## src/rtl/serial_frame_pkg.sv

```systemverilog
// Shared types and constants for the serial frame transmitter.
// frame_len gives the cycle count from the accepting edge to the DONE edge.
package serial_frame_pkg;

   typedef enum logic [2:0] {
      IDLE,
      START,
      DATA,
      PARITY,
      STOP
   } tx_state_t;

   localparam logic IDLE_LEVEL  = 1'b1;
   localparam logic START_LEVEL = 1'b0;
   localparam logic STOP_LEVEL  = 1'b1;

   function automatic int frame_len(input int data_w, input int parity_en, input int clks_per_bit);
      return (data_w + parity_en + 2) * clks_per_bit;
   endfunction

endpackage

```

## src/rtl/serial_frame_tx_bit_timer.sv

```systemverilog
// Bit-period timer: TICK is high on the last cycle of each bit period.
// RELOAD starts a fresh period; with CLKS_PER_BIT=1 TICK is always high.
module bit_timer #(
   parameter int CLKS_PER_BIT = 4
) (
   input  logic CLK,
   input  logic RST,
   input  logic RELOAD,
   output logic TICK
);

   localparam int CNT_W = $clog2(CLKS_PER_BIT + 1);
   localparam logic [CNT_W-1:0] LAST = CNT_W'(CLKS_PER_BIT - 1);

   logic [CNT_W-1:0] r_cnt;

   always_ff @(posedge CLK) begin
      if (RST) begin
         r_cnt <= '0;
      end else if (RELOAD) begin
         r_cnt <= LAST;
      end else if (r_cnt != '0) begin
         r_cnt <= r_cnt - 1'b1;
      end
   end

   assign TICK = (r_cnt == '0);

endmodule

```

## src/rtl/serial_frame_tx.sv

```systemverilog
// Serial frame transmitter: start bit, DATA_W bits LSB first, optional parity, stop bit.
// TXD is registered; each bit is held for CLKS_PER_BIT clocks.
module serial_frame_tx
   import serial_frame_pkg::*;
#(
   parameter int DATA_W       = 8,
   parameter int CLKS_PER_BIT = 4,
   parameter int PARITY_EN    = 1,
   parameter int PARITY_ODD   = 0
) (
   input  logic              CLK,
   input  logic              RST,
   input  logic [DATA_W-1:0] D,
   input  logic              LOAD,
   output logic              READY,
   output logic              TXD,
   output logic              BUSY,
   output logic              DONE
);

   localparam int IDX_W = $clog2(DATA_W + 1);

   tx_state_t         r_state;
   tx_state_t         w_next_state;
   logic [DATA_W-1:0] r_shreg;
   logic [IDX_W-1:0]  r_bit_idx;
   logic              r_parity;
   logic              r_txd;
   logic              r_done;
   logic              w_tick;
   logic              w_reload;
   logic              w_last_bit;

   assign w_last_bit = (r_bit_idx == IDX_W'(DATA_W - 1));

   // Timer restarts on acceptance and on every bit boundary that stays inside the frame
   assign w_reload = (r_state == IDLE) ? LOAD : (w_tick && (w_next_state != IDLE));

   bit_timer #(
      .CLKS_PER_BIT(CLKS_PER_BIT)
   ) u_bit_timer (
      .CLK   (CLK),
      .RST   (RST),
      .RELOAD(w_reload),
      .TICK  (w_tick)
   );

   always_ff @(posedge CLK) begin
      if (RST) begin
         r_state <= IDLE;
      end else begin
         r_state <= w_next_state;
      end
   end

   always_comb begin
      w_next_state = r_state;
      case (r_state)
         IDLE:    if (LOAD) w_next_state = START;
         START:   if (w_tick) w_next_state = DATA;
         DATA:    if (w_tick && w_last_bit) w_next_state = (PARITY_EN != 0) ? PARITY : STOP;
         PARITY:  if (w_tick) w_next_state = STOP;
         STOP:    if (w_tick) w_next_state = IDLE;
         default: w_next_state = IDLE;
      endcase
   end

   always_ff @(posedge CLK) begin
      if (RST) begin
         r_shreg   <= '0;
         r_bit_idx <= '0;
         r_parity  <= 1'b0;
         r_txd     <= IDLE_LEVEL;
         r_done    <= 1'b0;
      end else begin
         r_done <= 1'b0;
         case (r_state)
            IDLE: begin
               if (LOAD) begin
                  r_shreg   <= D;
                  r_parity  <= (^D) ^ (PARITY_ODD != 0);
                  r_bit_idx <= '0;
                  r_txd     <= START_LEVEL;
               end
            end
            START: begin
               if (w_tick) begin
                  r_txd   <= r_shreg[0];
                  r_shreg <= r_shreg >> 1;
               end
            end
            DATA: begin
               if (w_tick) begin
                  if (w_last_bit) begin
                     r_txd <= (PARITY_EN != 0) ? r_parity : STOP_LEVEL;
                  end else begin
                     r_txd     <= r_shreg[0];
                     r_shreg   <= r_shreg >> 1;
                     r_bit_idx <= r_bit_idx + 1'b1;
                  end
               end
            end
            PARITY: begin
               if (w_tick) r_txd <= STOP_LEVEL;
            end
            STOP: begin
               if (w_tick) begin
                  r_txd  <= IDLE_LEVEL;
                  r_done <= 1'b1;
               end
            end
            default: r_txd <= IDLE_LEVEL;
         endcase
      end
   end

   assign READY = (r_state == IDLE);
   assign BUSY  = ~READY;
   assign TXD   = r_txd;
   assign DONE  = r_done;

endmodule

```

## config.mk

```make
export PLATFORM = sky130hd
export DESIGN_NAME = serial_frame_tx
export DESIGN_NICKNAME = d
export VERILOG_FILES = /design/src/rtl/serial_frame_pkg.sv /design/src/rtl/serial_frame_tx_bit_timer.sv /design/src/rtl/serial_frame_tx.sv
export SDC_FILE = /design/constraint.sdc
export NUM_CORES = 1
export LEC_CHECK = 0
export ABC_AREA = 1
export CELL_PAD_IN_SITES_DETAIL_PLACEMENT = 1
export CELL_PAD_IN_SITES_GLOBAL_PLACEMENT = 1
export CORE_AREA = 3 3 72 54
export DETAILED_ROUTE_END_ITERATION = 16
export DIE_AREA = 0 0 75 57
export DONT_BUFFER_PORTS = 1
export GPL_TIMING_DRIVEN = 0
export PLACE_DENSITY_LB_ADDON = 0.1
export SLEW_MARGIN = 40
export SYNTH_ARGS = -nofsm -noshare
export SYNTH_HDL_FRONTEND = slang
export SYNTH_SLANG_ARGS = --single-unit
```

## constraint.sdc

```tcl
create_clock -name CLK -period 1.3 [get_ports CLK]
set_input_delay 0.13 -clock CLK [delete_from_list [all_inputs] [get_ports CLK]]
set_output_delay 0.13 -clock CLK [all_outputs]
set_load 0.05 [all_outputs]
```

==> results list <==
- Synthesis-to-finish area growth: 34.9%
* Dpl hpwl: 2450 um
- Sequential element share of the synthesized area: 0.329
* Clock tree from TritonCTS: yes
* Count of final hold-check violations: 0
- Wire length of the first global-routing pass: 5420 um
* Largest net degree at the start of global routing: 12
* Largest buffer count on any clock path: 2
- For this configuration, the core starts out at a cell density of 0.403.
- After filler insertion, the fill cell instance count of the layout stands at 382.
- Buffer type at the clock tree root: sky130_fd_sc_hd__clkbuf_8
- Yosys attributes the largest share of cell area to sky130_fd_sc_hd__dfxtp_1, sky130_fd_sc_hd__nand2_1, sky130_fd_sc_hd__inv_1, sky130_fd_sc_hd__nand3_1, sky130_fd_sc_hd__o21ai_0.
- Die W: 75 um
* Avg Inst Size Synth: 7.39 um^2
- Total of warnings raised by yosys: 0
* H-tree depth: 1
- After the last flow step, the layout net total stands at 209.
- Dividing the detail-routed wire length by the instance count gives 15.5 um.
- Critical Path End Type: register
- Port bufs: 0
- Chain of cells forming the critical path: nor2_4 -> nand2_8 -> nor2_4 -> nor2_8 -> nand3_4 -> buf_12 -> o21ai_4 -> a21oi_2
* Critical path fanouts, max: 7
- Detailed routing placed a total of 1750 um of wire on met2.
- Combined buffer and inverter count along the critical path: 1
- Of the post-synthesis cell area, the dominant cell type holds 0.329.
- Pwr per Cell Area: 1980 nW/um^2
- Endpoints failing setup: 17
* Net Count, Synth: 187
- Counting I/O delays and the setup requirement, the final critical path takes 1.48 ns.
- Post-route antenna net violation count: 0
- Final GP Congestion: 0.736
- Clock latency at the later pin of the worst-skew pair: 0.26 ns
* Top achievable clock speed: 673 MHz
* Count of clock tree sinks: 21
- Core region area: 3170 um^2
- Worst Max-Slew Pin Slew: 0.522 ns
- Once placement completed, the tool counted placed cells totaling 211.
- The most numerous cell type found on the critical path is sky130_fd_sc_hd__nor2_4.
* Die area: 4280 um^2
- Number of cells produced by synthesis: 173
- Number of buffers created by CTS: 3
- The synthesized design spends more area on one cell type than any other, namely sky130_fd_sc_hd__dfxtp_1.
- Num rows: 17
* Required time of the critical path: 1.50 ns
- Clock skew on the completed layout was measured at 0.00377 ns.
* CP Launch Type: register
- The final reports fail on setup timing.
- Share of the clock period used by the worst path: 1.14
- For this design the static power due to leakage is 0.735 nW.
- Clock slew at the register clock pins of the worst setup and hold paths: 0.08 ns
- The worst setup path is of the register to register kind.
- Of the cells placed in the final design, the portion with a size suffix greater than 1 is 0.412.
* Post-synthesis register bit count: 21
- Setup repair after global routing could not meet its margin everywhere.
* Number of vias in the routed layout: 1195
- M1 WL: 1650 um
- Leading cell type in the layout, fill and taps excluded: sky130_fd_sc_hd__nand2_1
- Number of diodes: 0
- After global routing the overflow that remains totals 0.
* Layout Cells excl Fill: 232
- DRT Wirelength: 3590 um
- Longest individual stage delay on the worst path: 0.36 ns
- The slowest stage of the critical path is the sky130_fd_sc_hd__dfxtp_4 cell.
- In the routed layout, each cell is associated on average with a via count of 5.15.
* Final worst setup slack: -0.185 ns
* Die outline height: 57 um
- Synthesis instantiated 32 different standard cells from the library.
* Post-synth design cell area: 1280 um^2
- STA puts the critical path data arrival time at 1.68 ns.
- Maximum ir drop on the vdd rail: 0.00114 V
- The run finished, with violations left.
- On the critical path the largest part of the delay comes from simple AND/OR/NAND/NOR gates.
* Number of DRC markers in iteration 0: 35
- Number of max-capacitance violations reported: 0
- Worst setup slack before clock tree synthesis: -0.265 ns
- For this design the top-level I/O count stands at 15.
* Worst relative slew slack: 0.651
- In this run, post-CTS hold repair placed 0 buffers.
- Wire segments on met3 add up to 133 um in the final route.
- The tightest min-delay check is of the input port to register type.
- All-Layer GR Usage: 0.162
- The detailed router used layers up to and including met4.
* Vias in the first global route: 1198
- For this run, the detailed router's first-pass iteration total came to 3.
* Count of pins over their slew limit: 0
- The top cell types in the final layout, fill and taps aside, are sky130_fd_sc_hd__nand2_1, sky130_fd_sc_hd__inv_1, sky130_fd_sc_hd__dfxtp_1, sky130_fd_sc_hd__buf_4.
* Initial antenna violation count: 0
- After detailed routing, the number of remaining DRC violations is 0.
-- final timing paths --
check,slack (ns),cells after the start,to,start
max reg2reg,-0.18,8,r_shreg[2],r_state[2]
min,0.04,2,r_shreg[7],D[7]
max,-0.18,8,r_shreg[2],r_state[2]
min reg2reg,0.47,2,r_shreg[5],r_shreg[5]
-- logic make-up after synthesis --
group | Yosys count | synth area share
DFF | 21 | 0.329
buffers and inverters | 31 | 0.115
AOI/OAI and AO/OA | 33 | 0.156
xor gates and xnor gates | 8 | 0.0548
and+or+nand+nor | 77 | 0.316
adders and majority gates | 3 | 0.0294
-- power by group --
part           leakage (nW)  switching [mW]  internal (mW)  total (mW)
Sequential            0.176           0.137          0.810       0.946
Clock                0.0228           0.223          0.219       0.441
Combinational         0.537            1.18          0.850        2.03
-- per-layer routing --
| layer | track usage | vias up |
|---|---|---|
| li1 | - | 599 |
| met1 | 0.214 | 568 |
| met2 | 0.264 | 17 |
| met3 | 0.0475 | 11 |
| met4 | 0.0279 | 0 |
| met5 | 0 | - |
-- metrics by stage --
stage          total power [mW]  instance area (um^2)  TNS (ns)  hold WS (ns)   util
3_3_place_gp               2.33                  1380     -1.65         0.321  0.435
5_1_grt                    3.67                  1730     -4.02        0.0498  0.544
6_report                   3.42                  1730     -2.09        0.0425  0.544
4_1_cts                    3.01                  1510     -1.88        0.0439  0.476
2_1_floorplan              2.12                  1330   -0.0203         0.307      -
3_5_place_dp               2.40                  1380     -2.43         0.324  0.435
-- what timing repair did --
item                                    CTS  global route
endpoints found under the setup margin   18            20
cloned                                    0             1
setup buffers                             7            10
resized for setup                         9            30
pin swaps                                 6            21
endpoints found under the hold margin     0             0
-- synth_stat cells, drive strengths merged --
| cell | n |
|---|---|
| ha | 3 |
| clkbuf | 1 |
| nor4 | 1 |
| o211ai | 1 |
| nor3b | 1 |
| nand4 | 1 |
| nor3 | 2 |
| nand3 | 18 |
| o21ai | 18 |
| dfxtp | 21 |
| xor2 | 2 |
| xnor2 | 6 |
| nor2 | 20 |
| a21oi | 13 |
| buf | 4 |
| a31oi | 1 |
| inv | 26 |
| nand2 | 34 |
-- worst reg2reg max path, delay by kind of cell, from the launching register on --
family / cells / cell delay (ns)
AO/OA/AOI/OAI: 2 / 0.17
buffers and inverters: 1 / 0.14
flip-flops: 1 / 0.36
AND/OR/NAND/NOR: 5 / 0.74
-- cell type report --
cell class,count,area (um^2),area share
plain buffers,5,55.1,0.0319
inverters,26,104,0.0602
repair buffers,17,149,0.0863
clock buffers,4,45.0,0.0261
well taps,38,47.5,0.0276
multi-input cells,121,891,0.516
flip-flops and latches,21,434,0.252
-- state kept, by name (all words and copies together), names as in the netlist --
signal,count
r_bit_idx,4
TXD,1
u_bit_timer.r_cnt,3
r_shreg,8
DONE,1
r_state,3
r_parity,1
Power figures use the tool's default switching activity.
